File: src/rtl/fp_addsub_pipe.sv
// Three-stage pipelined IEEE-754 adder/subtractor with valid/ready handshake.
// Stage 1 aligns and classifies, stage 2 adds or subtracts, and stage 3
// normalises, rounds (nearest-even) and registers the result and flags.
// Denormal inputs and results are flushed to zero.
module fp_addsub_pipe #(
  parameter int EXP_W = 8,
  parameter int MAN_W = 23,
  localparam int W = 1 + EXP_W + MAN_W
) (
  input  logic         clk,
  input  logic         rst_n,
  input  logic         in_valid,
  output logic         in_ready,
  input  logic         command,
  input  logic [W-1:0] number1,
  input  logic [W-1:0] number2,
  output logic         out_valid,
  input  logic         out_ready,
  output logic [W-1:0] sum,
  output logic [2:0]   flags
);

  // Mantissa with hidden bit plus guard, round and sticky.
  localparam int M    = MAN_W + 4;
  localparam int LZ_W = $clog2(M + 1);
  // Exponent working width: holds exp + 1 and lzc without wrapping.
  localparam int XW   = ((EXP_W > LZ_W) ? EXP_W : LZ_W) + 2;
  localparam logic [EXP_W-1:0] EXP_ONES = {EXP_W{1'b1}};
  localparam logic [W-1:0] QNAN = {1'b0, {EXP_W{1'b1}}, 1'b1, {(MAN_W-1){1'b0}}};

  logic advance;
  assign advance  = !out_valid || out_ready;
  assign in_ready = advance;

  // ---------------- Stage 1: classify and align ----------------
  logic               sign1, sign2;
  logic [EXP_W-1:0]   exp1, exp2;
  logic [MAN_W-1:0]   frac1, frac2;
  logic               nan1, nan2, inf1, inf2, zero1, zero2;

  assign sign1 = number1[W-1];
  assign sign2 = number2[W-1] ^ command;
  assign exp1  = number1[W-2:MAN_W];
  assign exp2  = number2[W-2:MAN_W];
  // A zero exponent flushes the fraction, so denormals behave as zeros.
  assign frac1 = (exp1 == '0) ? '0 : number1[MAN_W-1:0];
  assign frac2 = (exp2 == '0) ? '0 : number2[MAN_W-1:0];
  assign nan1  = (exp1 == EXP_ONES) && (frac1 != '0);
  assign nan2  = (exp2 == EXP_ONES) && (frac2 != '0);
  assign inf1  = (exp1 == EXP_ONES) && (frac1 == '0);
  assign inf2  = (exp2 == EXP_ONES) && (frac2 == '0);
  assign zero1 = (exp1 == '0);
  assign zero2 = (exp2 == '0);

  logic             s1_special_d, s1_special_q;
  logic [W-1:0]     s1_spec_res_d, s1_spec_res_q;
  logic [2:0]       s1_spec_flags_d, s1_spec_flags_q;
  logic             s1_valid_q;
  logic             s1_sign_d, s1_sign_q;
  logic [EXP_W-1:0] s1_exp_d, s1_exp_q;
  logic             s1_sub_q;
  logic [M-1:0]     s1_ma_d, s1_ma_q;
  logic [M-1:0]     s1_mb_d, s1_mb_q;

  // Special-value resolution; these results bypass the arithmetic path.
  always_comb begin
    s1_special_d    = 1'b1;
    s1_spec_res_d   = '0;
    s1_spec_flags_d = '0;
    if (nan1 || nan2) begin
      s1_spec_res_d = QNAN;
    end else if (inf1 && inf2 && (sign1 != sign2)) begin
      s1_spec_res_d   = QNAN;
      s1_spec_flags_d = 3'b100;
    end else if (inf1) begin
      s1_spec_res_d = {sign1, EXP_ONES, {MAN_W{1'b0}}};
    end else if (inf2) begin
      s1_spec_res_d = {sign2, EXP_ONES, {MAN_W{1'b0}}};
    end else if (zero1 && zero2) begin
      s1_spec_res_d = {sign1 & sign2, {(W-1){1'b0}}};
    end else begin
      s1_special_d = 1'b0;
    end
  end

  logic             swap;
  logic [EXP_W-1:0] exp_b, diff;
  logic [M-1:0]     mb_raw, sticky_mask;
  logic             sticky;

  // Order by magnitude so A >= B, then shift B right keeping a sticky bit.
  always_comb begin
    swap = {exp2, frac2} > {exp1, frac1};
    if (swap) begin
      s1_sign_d = sign2;
      s1_exp_d  = exp2;
      exp_b     = exp1;
      s1_ma_d   = {(exp2 != '0), frac2, 3'b000};
      mb_raw    = {(exp1 != '0), frac1, 3'b000};
    end else begin
      s1_sign_d = sign1;
      s1_exp_d  = exp1;
      exp_b     = exp2;
      s1_ma_d   = {(exp1 != '0), frac1, 3'b000};
      mb_raw    = {(exp2 != '0), frac2, 3'b000};
    end
    diff        = s1_exp_d - exp_b;
    sticky_mask = ~({M{1'b1}} << diff);
    sticky      = |(mb_raw & sticky_mask);
    s1_mb_d     = (mb_raw >> diff) | {{(M-1){1'b0}}, sticky};
    if (32'(diff) >= 32'(MAN_W + 3)) begin
      s1_mb_d = {{(M-1){1'b0}}, |mb_raw};
    end
  end

  // Stage 1 register.
  always_ff @(posedge clk or negedge rst_n) begin
    if (!rst_n) begin
      s1_valid_q      <= 1'b0;
      s1_sign_q       <= 1'b0;
      s1_exp_q        <= '0;
      s1_sub_q        <= 1'b0;
      s1_ma_q         <= '0;
      s1_mb_q         <= '0;
      s1_special_q    <= 1'b0;
      s1_spec_res_q   <= '0;
      s1_spec_flags_q <= '0;
    end else if (advance) begin
      s1_valid_q      <= in_valid;
      s1_sign_q       <= s1_sign_d;
      s1_exp_q        <= s1_exp_d;
      s1_sub_q        <= sign1 ^ sign2;
      s1_ma_q         <= s1_ma_d;
      s1_mb_q         <= s1_mb_d;
      s1_special_q    <= s1_special_d;
      s1_spec_res_q   <= s1_spec_res_d;
      s1_spec_flags_q <= s1_spec_flags_d;
    end
  end

  // ---------------- Stage 2: add / subtract ----------------
  logic             s2_valid_q;
  logic             s2_sign_q;
  logic [EXP_W-1:0] s2_exp_q;
  logic [M:0]       s2_sum_d, s2_sum_q;
  logic             s2_special_q;
  logic [W-1:0]     s2_spec_res_q;
  logic [2:0]       s2_spec_flags_q;

  // A >= B, so the difference never goes negative.
  assign s2_sum_d = s1_sub_q ? ({1'b0, s1_ma_q} - {1'b0, s1_mb_q})
                             : ({1'b0, s1_ma_q} + {1'b0, s1_mb_q});

  // Stage 2 register.
  always_ff @(posedge clk or negedge rst_n) begin
    if (!rst_n) begin
      s2_valid_q      <= 1'b0;
      s2_sign_q       <= 1'b0;
      s2_exp_q        <= '0;
      s2_sum_q        <= '0;
      s2_special_q    <= 1'b0;
      s2_spec_res_q   <= '0;
      s2_spec_flags_q <= '0;
    end else if (advance) begin
      s2_valid_q      <= s1_valid_q;
      s2_sign_q       <= s1_sign_q;
      s2_exp_q        <= s1_exp_q;
      s2_sum_q        <= s2_sum_d;
      s2_special_q    <= s1_special_q;
      s2_spec_res_q   <= s1_spec_res_q;
      s2_spec_flags_q <= s1_spec_flags_q;
    end
  end

  // ---------------- Stage 3: normalise and round ----------------
  logic [LZ_W-1:0]  lzc;
  logic             lz_found;
  logic [M-1:0]     m_norm;
  logic [XW-1:0]    exp_x, e_pre, e_fin;
  logic             underflow;
  logic             g_bit, r_bit, s_bit, round_up;
  logic [MAN_W:0]   frac_rnd;
  logic [W-1:0]     s3_sum_d, sum_q;
  logic [2:0]       s3_flags_d, flags_q;
  logic             out_valid_q;

  // Leading-zero count of the non-carry part of the sum.
  always_comb begin
    lzc      = '0;
    lz_found = 1'b0;
    for (int i = M - 1; i >= 0; i--) begin
      if (!lz_found) begin
        if (s2_sum_q[i]) lz_found = 1'b1;
        else             lzc = lzc + LZ_W'(1);
      end
    end
  end

  // Normalise, round to nearest-even, then pick special/zero/inf/finite.
  always_comb begin
    exp_x     = XW'(s2_exp_q);
    underflow = 1'b0;
    if (s2_sum_q[M]) begin
      m_norm = {s2_sum_q[M:2], |s2_sum_q[1:0]};
      e_pre  = exp_x + XW'(1);
    end else begin
      m_norm    = s2_sum_q[M-1:0] << lzc;
      underflow = exp_x <= XW'(lzc);
      e_pre     = exp_x - XW'(lzc);
    end
    g_bit    = m_norm[2];
    r_bit    = m_norm[1];
    s_bit    = m_norm[0];
    round_up = g_bit && (r_bit || s_bit || m_norm[3]);
    // A carry out of the fraction means the mantissa rounded up to 2.0:
    // the fraction bits are then all zero and the exponent steps up.
    frac_rnd = {1'b0, m_norm[M-2:3]} + (MAN_W+1)'(round_up);
    e_fin    = e_pre + XW'(frac_rnd[MAN_W]);

    s3_sum_d   = {s2_sign_q, e_fin[EXP_W-1:0], frac_rnd[MAN_W-1:0]};
    s3_flags_d = {2'b00, g_bit | r_bit | s_bit};
    if (s2_special_q) begin
      s3_sum_d   = s2_spec_res_q;
      s3_flags_d = s2_spec_flags_q;
    end else if (!m_norm[M-1]) begin
      // Hidden bit still clear after normalising: exact cancellation.
      s3_sum_d   = '0;
      s3_flags_d = '0;
    end else if (underflow) begin
      s3_sum_d   = {s2_sign_q, {(W-1){1'b0}}};
      s3_flags_d = '0;
    end else if (e_fin >= XW'(EXP_ONES)) begin
      s3_sum_d   = {s2_sign_q, EXP_ONES, {MAN_W{1'b0}}};
      s3_flags_d = 3'b011;
    end
  end

  // Output register; holds while downstream stalls.
  always_ff @(posedge clk or negedge rst_n) begin
    if (!rst_n) begin
      out_valid_q <= 1'b0;
      sum_q       <= '0;
      flags_q     <= '0;
    end else if (advance) begin
      out_valid_q <= s2_valid_q;
      sum_q       <= s3_sum_d;
      flags_q     <= s3_flags_d;
    end
  end

  assign out_valid = out_valid_q;
  assign sum       = sum_q;
  assign flags     = flags_q;

endmodule

File: config.mk
export PLATFORM = sky130hd
export DESIGN_NAME = fp_addsub_pipe
export DESIGN_NICKNAME = d
export VERILOG_FILES = /design/src/rtl/fp_addsub_pipe.sv
export SDC_FILE = /design/constraint.sdc
export NUM_CORES = 1
export LEC_CHECK = 0
export ABC_AREA = 1
export CAP_MARGIN = 15
export CORE_MARGIN = 1
export CORE_UTILIZATION = 50
export CTS_CLUSTER_DIAMETER = 200
export DETAILED_ROUTE_END_ITERATION = 10
export MAX_ROUTING_LAYER = met4
export PLACE_DENSITY = 0.66
export SETUP_SLACK_MARGIN = 0.02
export SKIP_CTS_REPAIR_TIMING = 1
export SLEW_MARGIN = 40
export SYNTH_ARGS = -nofsm -noshare
export SYNTH_HDL_FRONTEND = slang
export SYNTH_SLANG_ARGS = --single-unit
File: constraint.sdc
create_clock -name clk -period 15.3 [get_ports clk]
set_input_delay 2.295 -clock clk [delete_from_list [all_inputs] [get_ports clk]]
set_output_delay 2.295 -clock clk [all_outputs]
set_load 0.01 [all_outputs]
# Word-level counts from Yosys, hierarchy flattened
# Cells that the tools add are included.
# totals
ff_bits,211
latch_bits,0
ram_bits,0
rom_bits,0
inputBits,69
wordCells,230
mem_count,0
# op_classes
add_sub_neg,33
multipliers,0
div_mod_pow,0
n_lt_le_gt_ge,4
eq_ne,3
shifts,3
n_mux,136
bitwise,8
n_reduce_logical,24
# op_table
operator,count
5-bit two-way mux,52
32-bit two-way mux,7
5-bit by 1-bit adder with 5-bit output (second input constant),26
27-bit two-way mux,4
31-bit two-way mux,2
1-bit two-way mux,59
27-bit OR reduction,2
23-bit zero test,2
23-bit two-way mux,2
23-bit nonzero test,2
31-bit > comparator,1
27-bit by 27-bit adder with 28-bit output,1
28-bit two-way mux,1
27-bit by 27-bit subtractor with 28-bit output,1
27-bit bitwise AND,1
27-bit NOT,1
27-bit by 1-bit bitwise OR with 27-bit output,1
27-bit by 5-bit << shifter with 27-bit output,1
27-bit by 8-bit << shifter with 27-bit output (first input constant),1
27-bit by 8-bit right shift with 27-bit output,1
23-bit by 1-bit adder with 24-bit output,1
8-bit == test (second input constant),2
8-bit zero test,2
8-bit two-way mux,2
other kinds (19),36

# Logic depth before layout (Yosys ltp)
# Gate-level depths: netlist of the first run.
# logic_depth
ltp_word,91
depth_mapped,106

# Worst setup path after synthesis of the first run
# OpenSTA, ideal clock, no wires.
# synth_timing
path_type,reg2reg
from,register s2_sum_q[24]
to,register sum_q[14] (netlist: sum[14])
t_arrival_ns,13.080
t_required_ns,15.176
setup_slack_ns,2.097
path_stages_with_launch,98
n_path_buf,1
synth_period_minus_slack_ns,13.203
cell_sequence,dfrtp_1 -> a21oi_1 -> ha_1 -> inv_1 -> a21oi_1 -> ha_1 -> inv_1 -> nand2_1 -> nand2_1 -> inv_1 -> nand2_1 -> nand3_1 -> o21ai_0 -> inv_1 -> ha_1 -> o21ai_0 -> xor2_1 -> nand2_1 -> [62 not listed] -> nor2_4 -> nand3_1 -> nor2_1 -> ha_1 -> ha_1 -> nand3_1 -> nor2_1 -> nand4_1 -> or2_2 -> nand3_1 -> a31oi_1 -> inv_1 -> nor2_1 -> nand2_2 -> inv_2 -> buf_4 -> o211ai_1 -> nand2_1
# synth_via
elab_chain_cells,86
word_cells_on_any_way,115
cone_classes,27 x add/sub; 2 x order compare; 1 x shift; 82 x mux; 3 x reduce/logical
# synth_rtl
element,line_no,source
from (decl),145,"logic [M:0] s2_sum_d, s2_sum_q;"
from (signal assigned),168,s2_sum_q <= s2_sum_d;
5-bit two-way mux,193,if (s2_sum_q[i]) lz_found = 1'b1;
5-bit two-way mux,192,if (!lz_found) begin
5-bit by 1-bit adder with 5-bit output,194,else lzc = lzc + LZ_W'(1);
5-bit two-way mux,193,
5-bit two-way mux,192,
5-bit by 1-bit adder with 5-bit output,194,
5-bit two-way mux,193,
5-bit two-way mux,192,
[70 not listed],n/a,
1-bit logical AND,214,round_up = g_bit && (r_bit || s_bit || m_norm[3]);
23-bit by 1-bit adder with 24-bit output,217,"frac_rnd = {1'b0, m_norm[M-2:3]} + (MAN_W+1)'(round_up);"
10-bit by 1-bit adder with 10-bit output,218,e_fin = e_pre + XW'(frac_rnd[MAN_W]);
10-bit by 8-bit greater-or-equal comparator with 1-bit output,232,end else if (e_fin >= XW'(EXP_ONES)) begin
31-bit two-way mux,232,
31-bit two-way mux,229,end else if (underflow) begin
32-bit two-way mux *,225,end else if (!m_norm[M-1]) begin
32-bit two-way mux *,222,if (s2_special_q) begin
to (signal assigned),246,sum_q <= s3_sum_d;
to (decl),183,"logic [W-1:0] s3_sum_d, sum_q;"
# Every way passes the cells marked *; elsewhere a longest branch is shown, timed or not.
# A chain may end at the register's enable or synchronous reset.

# Final worst setup path of the first run
# layout_timing
from,register s2_sum_q[25]
to,register sum_q[1] (netlist: sum[1])
# layout_via
elab_chain_cells,89
word_cells_on_any_way,119
cone_classes,28 x add/sub; 2 x order compare; 1 x shift; 85 x mux; 3 x reduce/logical
# layout_rtl
element,line_no
5-bit two-way mux,193
5-bit two-way mux,192
5-bit by 1-bit adder with 5-bit output,194
5-bit two-way mux,193
5-bit two-way mux,192
5-bit by 1-bit adder with 5-bit output,194
5-bit two-way mux,193
5-bit two-way mux,192
[73 not listed],n/a
1-bit logical AND,214
23-bit by 1-bit adder with 24-bit output,217
10-bit by 1-bit adder with 10-bit output,218
10-bit by 8-bit greater-or-equal comparator with 1-bit output,232
31-bit two-way mux,232
31-bit two-way mux,229
32-bit two-way mux *,225
32-bit two-way mux *,222
# Marks and branches as above.

==> results.json, run 1 <==
{
  "clockRootBuffer": "clkbuf_16",
  "ys_types": 69,
  "drive_gt1_share_pct": 7.089,
  "wl_met2_um": 24310,
  "dr.first_iter.drc_count": 1116,
  "start_kind": "flop",
  "clkSinkCount": 146,
  "cap_violations": 0,
  "grt_pass1_vias": 15970,
  "final_common_cell": "nand2_1",
  "vias": 17120,
  "wl_met1_um": 22240,
  "cts_tree": "built",
  "final-max-slew-violation-count": 0,
  "cp.required_ns": 15.63,
  "finish.utilization_pct": 57.77,
  "postSynth.asyncResetShare_pct": 100.0,
  "yosys_warnings": 0,
  "crit_arrival_ns": 14.71,
  "syn_area_um2": 16050,
  "post_drt_wl_per_cell_um": 16.68,
  "relSlewSlack_pct": 38.80,
  "dp.final_hpwl_um": 40570,
  "crit_path_top_delay_cell": "dfrtp_1",
  "cp-end-kind": "flop",
  "clk_latency_ns": 0.44,
  "synth_area_per_cell_um2": 6.200,
  "wirelength_um": 51170,
  "port_buffers": 105,
  "yosysSeqAreaShare_pct": 22.77,
  "dr_wl_met3_um": 2147,
  "die_height_um": 181.1,
  "num_io_pins": 106,
  "final_nets": 2814,
  "path_clk_slew_ns": 0.07,
  "p_per_area_nw_per_um2": 209.4,
  "final_cell_mix": "758 x nand2_1, 325 x inv_1, 261 x o21ai_0, 210 x nor2_1, 164 x nand3_1",
  "coreArea_um2": 31560,
  "drt_pass1_iterations": 6,
  "die-area_um2": 32810,
  "setup_violations": 0,
  "fillers": 3210,
  "finalCritPeriodShare_pct": 94.01,
  "grt_util_all_layers_pct": 32.28,
  "fin_tns_setup_ns": 0,
  "synth_edf_count": 0,
  "fin_skew_ns": 0.009615,
  "postSynthCellCount": 2588,
  "area_growth_pct": 13.62,
  "antenna_left": 0,
  "cts_buffers": 17,
  "grt_max_degree": 91,
  "synth_flop_cell": "dfrtp_1",
  "fin_crit_ns": 14.38,
  "slowest_delay_ns": 0.40,
  "crit_type": "flop to flop",
  "drc": 0,
  "htree_num_levels": 4,
  "gp_congestion": 1.021,
  "antenna_cells": 0,
  "path_common_cell": "nand2_1",
  "hold_ws_ns": 0.4739,
  "die_w_um": 181.1,
  "start_util_pct": 50.85,
  "cts_buffer_depth": 2,
  "synth_nets": 2749,
  "ys_ff_latch": 146,
  "crit_fanout": 17,
  "p_leak_nw": 9.121,
  "grt_overflow": 0,
  "min_path_type": "flop to flop",
  "vdd_drop_max_v": 0.00009585,
  "total_power_w": 0.003818,
  "vias_per_cell": 5.581,
  "worst_pin_slew_ns": 0.9171,
  "grt_first_pass_wirelength_um": 82150,
  "worst-path-buf-inv": 14,
  "top_layer": "met4",
  "clock.fmax_mhz": 69.52,
  "status": "finished clean",
  "cp_top_family": "simple AND/OR/NAND/NOR gates",
  "rows": 65,
  "hold_violations": 0,
  "antenna_found_initial": 0
}
## report_power, final
part	switching (W)	internal, W	leakage, nW
Sequential	0.000154	0.000523	1.83
Clock	0.000189	0.000236	0.289
Combinational	0.00177	0.000943	7.00
Total	0.00212	0.00170	9.12
## metal layers
metal  up-vias  global-route usage [%]
met5         -                       -
met4         0                   15.83
met3       120                   3.769
met2       498                   53.52
met1      7858                   38.85
li1       8645                       -
## stage by stage
| step | instance area, um^2 | worst slack, ns | std cells |
|---|---|---|---|
| finish | 18230 | 0.9165 | 3068 |
| global route | 18230 | -0.1198 | 3068 |
| CTS | 17900 | 0.1189 | 3053 |
| detailed placement | 17300 | 0.2009 | 3021 |
| global placement | 17290 | 0.6616 | 3021 |
| floorplan | 16050 | 2.097 | 2588 |
## cells by family after synthesis
group / after synthesis / share of synthesized area [%]
fa+ha+maj: 92 / 7.221
mux: 6 / 0.3743
flops: 146 / 22.77
simple gates: 1301 / 35.60
xor+xnor: 80 / 4.367
compound gates: 522 / 18.62
buf+inv: 441 / 11.05
## flip-flops by register name (all words and copies together), names as in the netlist
name             count
s1_sign_q            1
s2_sign_q            1
s2_exp_q             8
out_valid            1
sum                 32
s1_mb_q             27
s1_sub_q             1
s2_valid_q           1
flags                3
s1_exp_q             8
s1_spec_flags_q      1
s1_spec_res_q        3
s1_special_q         1
s2_sum_q            28
s1_ma_q             24
s2_special_q         1
s2_spec_flags_q      1
s1_valid_q           1
s2_spec_res_q        3
## worst paths after layout
path,from,endpoint,slack [ns],depth (start not counted)
max,s2_sum_q[25],sum[1],0.92,96
min,s2_valid_q,out_valid,0.47,1
max reg2reg,s2_sum_q[25],sum[1],0.92,96
min reg2reg,s2_valid_q,out_valid,0.47,1
max in group asynchronous,rst_n,s2_sum_q[24],12.29,3
min in group asynchronous,rst_n,sum[12],1.75,1
## final cells by class
cell class	count	area, um^2	area share (%)
inverter	349	1323	7.255
timing repair buffer	137	1329	7.289
tap	402	503.0	2.759
sequential	146	3655	20.05
multi-input combinational	2002	10820	59.34
clock buffer	18	439.2	2.409
clock inverter	14	163.9	0.8991
## synthesized netlist by cell type, types with 10 or more instances
library cell | n | share of area (%)
nor2_4 | 17 | 1.2
o21ai_0 | 265 | 8.3
dfrtp_1 | 146 | 23
nand3_1 | 166 | 5.2
or2_2 | 16 | 0.62
nand2_1 | 764 | 18
nand3b_1 | 10 | 0.47
nor2_1 | 216 | 5.1
clkbuf_1 | 66 | 1.5
ha_1 | 91 | 7.1
inv_1 | 328 | 7.7
inv_2 | 17 | 0.40
nor3_1 | 29 | 0.90
o211ai_1 | 42 | 2.0
a21oi_1 | 94 | 2.9
o22ai_1 | 19 | 0.74
xor2_1 | 59 | 3.2
nand4_1 | 34 | 1.3
o21ai_1 | 23 | 0.72
o31ai_1 | 13 | 0.61
xnor2_1 | 21 | 1.1
Power figures use the tool's default switching activity.
==> inputs of run 2 (changes only) <==
--- a/config.mk
+++ b/config.mk
@@ -7,10 +7,11 @@
 export LEC_CHECK = 0
 export ABC_AREA = 1
 export CAP_MARGIN = 15
-export CORE_MARGIN = 1
+export CORE_MARGIN = 2
 export CORE_UTILIZATION = 50
 export CTS_CLUSTER_DIAMETER = 200
 export DETAILED_ROUTE_END_ITERATION = 10
+export HOLD_SLACK_MARGIN = 0.1
 export MAX_ROUTING_LAYER = met4
 export PLACE_DENSITY = 0.66
 export SETUP_SLACK_MARGIN = 0.02
==> run 2 against run 1 <==
  * Flip-flop and latch count unchanged
  * Die area up 2.2%
  * Clock skew up 0.0048 ns
  * Count of clock-buffer cells in the layout down 1
  * Worst hold slack better by 0.0024 ns
  * Fmax up 1.9%
  * Largest cell class unchanged
  * Largest power group unchanged
  * Highest routed layer unchanged
==> results.json, run 2 (synthesized netlist as in run 1, its figures left out) <==
{
  "status": "finished clean",
  "crit_arrival_ns": 14.50,
  "worst-path-buf-inv": 14,
  "die-area_um2": 33540,
  "relSlewSlack_pct": 44.02,
  "antenna_cells": 0,
  "cts_buffers": 17,
  "grt_max_degree": 88,
  "slowest_delay_ns": 0.47,
  "port_buffers": 105,
  "fillers": 3151,
  "crit_type": "flop to flop",
  "final_cell_mix": "761 x nand2_1, 323 x inv_1, 258 x o21ai_0, 208 x nor2_1, 163 x nand3_1",
  "clockRootBuffer": "clkbuf_16",
  "setup_violations": 0,
  "path_clk_slew_ns": 0.07,
  "area_growth_pct": 13.90,
  "num_io_pins": 106,
  "start_kind": "flop",
  "dp.final_hpwl_um": 41070,
  "final-max-slew-violation-count": 0,
  "clkSinkCount": 146,
  "dr.first_iter.drc_count": 1365,
  "drc": 0,
  "htree_num_levels": 4,
  "fin_crit_ns": 14.12,
  "clock.fmax_mhz": 70.83,
  "final_common_cell": "nand2_1",
  "timing.final.ws_setup_ns": 1.182,
  "antenna_found_initial": 0,
  "rows": 65,
  "gp_congestion": 0.9803,
  "die_w_um": 183.1,
  "finish.utilization_pct": 57.92,
  "grt_pass1_vias": 16070,
  "cts_buffer_depth": 2,
  "cap_violations": 0,
  "p_int_w": 0.001736,
  "grt_util_all_layers_pct": 31.71,
  "crit_fanout": 17,
  "grt_first_pass_wirelength_um": 82240,
  "cp.required_ns": 15.68,
  "worst_pin_slew_ns": 0.8388,
  "final_nets": 2816,
  "grt_overflow": 0,
  "p_per_area_nw_per_um2": 211.1,
  "p_leak_nw": 9.155,
  "power.switching_w": 0.002122,
  "drive_gt1_share_pct": 7.234,
  "die_height_um": 183.1,
  "vias": 17080,
  "vdd_drop_max_v": 0.0001008,
  "wirelength_um": 51480,
  "finalCritPeriodShare_pct": 92.28,
  "p_seq_share_pct": 17.6,
  "post_drt_wl_per_cell_um": 16.77,
  "hold_violations": 0,
  "combPwrFrac_pct": 70.7,
  "path_common_cell": "nand2_1",
  "antenna_left": 0,
  "vias_per_cell": 5.564,
  "clk_latency_ns": 0.45,
  "crit_path_top_delay_cell": "dfrtp_2",
  "switching_share_pct": 54.99,
  "min_path_type": "flop to flop",
  "cp-end-kind": "flop",
  "coreArea_um2": 31560,
  "drt_pass1_iterations": 8,
  "start_util_pct": 50.85,
  "cts_tree": "built",
  "largest_register_ffs": 32,
  "clockPowerShare_pct": 11.8,
  "pre_cts_ws_ns": 0.3765,
  "fin_skew_ns": 0.01445,
  "cp_top_family": "simple AND/OR/NAND/NOR gates"
}
-- run 2: layout make-up --
class	instances	area (um^2)	share of cell area, %
multi-input cells	2002	10810	59.16
flip-flops and latches	146	3655	20.00
repair buffers	139	1343	7.346
inverters	349	1321	7.229
well taps	402	503.0	2.752
clock buffers	17	425.4	2.328
clock inverters	15	217.7	1.191
-- run 2: routing by layer --
layer / vias to the layer above / track usage, % / part of all wire (%)
met5: - / - / 0
met4: 0 / 13.38 / 4.1
met3: 107 / 2.641 / 3.8
met2: 458 / 53.91 / 49
met1: 7890 / 38.86 / 43
li1: 8625 / - / -
-- run 2: per-stage QoR --
step                      hold slack, ns  TNS [ns]  instance area (um^2)  std cells  power, W
after detailed placement          0.4560         0                 17320       3024  0.003245
after floorplan                   0.4367         0                 16050       2588  0.002530
after global placement            0.4471         0                 17310       3024  0.003210
after CTS                         0.4728         0                 17960       3056  0.003717
final                             0.4763         0                 18280       3070  0.003858
after global routing              0.4960  -0.03312                 18280       3070  0.004239
-- run 2: final timing paths --
check,endpoint,depth (start not counted),slack [ns],from
setup / recovery,sum[9],97,1.18,s2_sum_q[24]
min in group asynchronous,sum[16],1,1.73,rst_n
hold reg to reg,out_valid,1,0.48,s2_valid_q
max in group asynchronous,s2_sum_q[24],2,12.62,rst_n
hold / removal,out_valid,1,0.48,s2_valid_q
setup reg to reg,sum[9],97,1.18,s2_sum_q[24]
-- run 2: power groups by stage --
stage | Sequential [W] | Combinational [W] | Clock (W)
after floorplan | 0.000643 | 0.00189 | 0
after global routing | 0.000693 | 0.00307 | 0.000480
after detailed placement | 0.000680 | 0.00257 | 0
final | 0.000677 | 0.00273 | 0.000455
after global placement | 0.000677 | 0.00253 | 0
after CTS | 0.000674 | 0.00258 | 0.000461
==> inputs of run 3 (changes only) <==
--- a/config.mk
+++ b/config.mk
@@ -13,10 +13,9 @@
 export DETAILED_ROUTE_END_ITERATION = 10
 export HOLD_SLACK_MARGIN = 0.1
 export MAX_ROUTING_LAYER = met4
-export PLACE_DENSITY = 0.66
+export PLACE_DENSITY = 0.7
 export SETUP_SLACK_MARGIN = 0.02
 export SKIP_CTS_REPAIR_TIMING = 1
-export SLEW_MARGIN = 40
 export SYNTH_ARGS = -nofsm -noshare
 export SYNTH_HDL_FRONTEND = slang
 export SYNTH_SLANG_ARGS = --single-unit
==> run 3 against run 2 <==
  * Worst setup slack better by 0.0056 ns
  * Flip-flop and latch count stayed put
  * Largest cell class unchanged
  * Combinational power hardly changed
  * Highest routed layer unchanged
  * Non-clock buffer count is 1 lower
  * Global-route usage is 0.13 points higher
  * Design area is 0.64% lower
  * Sequential power hardly changed
  * Clock skew hardly changed
  * Register-to-register slack hardly changed
  * Wire length is 0.12% lower
  * Clock power is 11% lower
  * Sequential share of layout area is 0.13 points higher
==> results.json, run 3 (synthesized netlist as in run 1, its figures left out) <==
{
  "status": "finished clean",
  "worst_pin_slew_ns": 0.9414,
  "cap_violations": 0,
  "gp_congestion": 0.9913,
  "drive_gt1_share_pct": 7.081,
  "total_power_w": 0.003802,
  "p_per_area_nw_per_um2": 209.3,
  "vdd_drop_max_v": 0.00009340,
  "critical_path.endpoint": "sum[21]",
  "cts_buffer_depth": 2,
  "wirelength_um": 51420,
  "finalCritPeriodShare_pct": 92.24,
  "clk_latency_ns": 0.45,
  "grt_max_degree": 88,
  "drc": 0,
  "crit_fanout": 17,
  "fin_crit_ns": 14.11,
  "grt_first_pass_wirelength_um": 82570,
  "port_buffers": 105,
  "r2r-start": "s2_sum_q[25]",
  "dr.first_iter.drc_count": 1361,
  "cts_tree": "built",
  "grt_util_all_layers_pct": 31.84,
  "cts_buffers": 17,
  "p_leak_nw": 9.104,
  "crit-reg2reg-capture": "sum[21]",
  "cp-end-kind": "flop",
  "final_common_cell": "nand2_1",
  "setup_violations": 0,
  "grt_overflow": 0,
  "clkSinkCount": 146,
  "cp-startpoint": "s2_sum_q[25]",
  "antenna_left": 0,
  "start_kind": "flop",
  "min_path_type": "flop to flop",
  "dp.final_hpwl_um": 40910,
  "crit_arrival_ns": 14.45,
  "vias_per_cell": 5.601,
  "post_drt_wl_per_cell_um": 16.74,
  "coreArea_um2": 31560,
  "path_clk_slew_ns": 0.07,
  "area_growth_pct": 13.17,
  "vias": 17200,
  "finish.utilization_pct": 57.55,
  "rows": 65,
  "antenna_cells": 0,
  "cp.required_ns": 15.64,
  "crit_type": "flop to flop",
  "slowest_delay_ns": 0.41,
  "htree_num_levels": 4,
  "start_util_pct": 50.85,
  "regToRegSetupSlack_ns": 1.19,
  "ff2ff_path_depth": 97,
  "worst-path-buf-inv": 15,
  "clockRootBuffer": "clkbuf_16",
  "die_w_um": 183.1,
  "cp.depth": 97,
  "relSlewSlack_pct": 36.85,
  "die-area_um2": 33540,
  "hold_violations": 0,
  "antenna_found_initial": 0,
  "largest_register_ffs": 32,
  "path_common_cell": "ha_1",
  "die_height_um": 183.1,
  "final_nets": 2817,
  "crit_path_top_delay_cell": "dfrtp_1",
  "clock.fmax_mhz": 70.86,
  "grt_pass1_vias": 16140,
  "cp_top_family": "simple AND/OR/NAND/NOR gates",
  "final_cell_mix": "759 x nand2_1, 326 x inv_1, 261 x o21ai_0, 208 x nor2_1, 162 x nand3_1",
  "fin_skew_ns": 0.01424,
  "num_io_pins": 106,
  "drt_pass1_iterations": 5,
  "final-max-slew-violation-count": 0
}
==> run 3: cell types whose count changed in the layout (fill, tap and decap cells not counted), sizes merged <==
| cell | delta |
|---|---|
| inv | +1 |
| clkbuf | +1 |
| buf | -1 |
| bufinv | -3 |
| clkinvlp | +2 |
| nand2 | +1 |
==> run 3: metal layers <==
layer | global-route usage, % | share of wire [%] | vias up
met5 | - | 0 | -
met4 | 12.32 | 3.9 | 0
met3 | 3.654 | 4.4 | 97
met2 | 54.12 | 48 | 476
met1 | 38.82 | 43 | 7968
li1 | - | - | 8661
==> run 3: final cells by class <==
cell class,instances,area [um^2]
multi-input cells,2003,10810
clock buffers,18,429.2
repair buffers,138,1300
fillers,3186,13400
clock inverters,14,136.4
inverters,349,1320
flip-flops and latches,146,3655
repair inverters,1,5.005
well taps,402,503.0
==> run 3: worst min-delay path by stage <==
stage | from | end | slack, ns | depth (start not counted)
finish | s2_valid_q | out_valid | 0.47 | 1
global route | s2_valid_q | out_valid | 0.48 | 1
CTS | s2_valid_q | out_valid | 0.47 | 1
detailed placement | s2_valid_q | out_valid | 0.45 | 1
global placement | s2_valid_q | out_valid | 0.45 | 1
floorplan | s1_spec_res_q[30] | s2_spec_res_q[30] | 0.44 | 2
==> run 3: where the power goes <==
group | internal, W | leakage [nW] | switching, W | total (W)
Sequential | 0.000523 | 1.83 | 0.000154 | 0.000678
Clock | 0.000215 | 0.268 | 0.000191 | 0.000406
Combinational | 0.000938 | 7.01 | 0.00178 | 0.00272
==> run 3: through the flow <==
stage | worst slack, ns | setup TNS (ns) | cell area, um^2 | std cells | hold slack [ns]
after floorplan | 2.097 | 0 | 16050 | 2588 | 0.4367
after global placement | 0.6888 | 0 | 17290 | 3021 | 0.4468
after detailed placement | 0.1569 | 0 | 17290 | 3021 | 0.4506
after CTS | 0.1033 | 0 | 17860 | 3053 | 0.4680
after global routing | -0.09537 | -1.334 | 18160 | 3071 | 0.4844
final | 1.187 | 0 | 18160 | 3071 | 0.4684
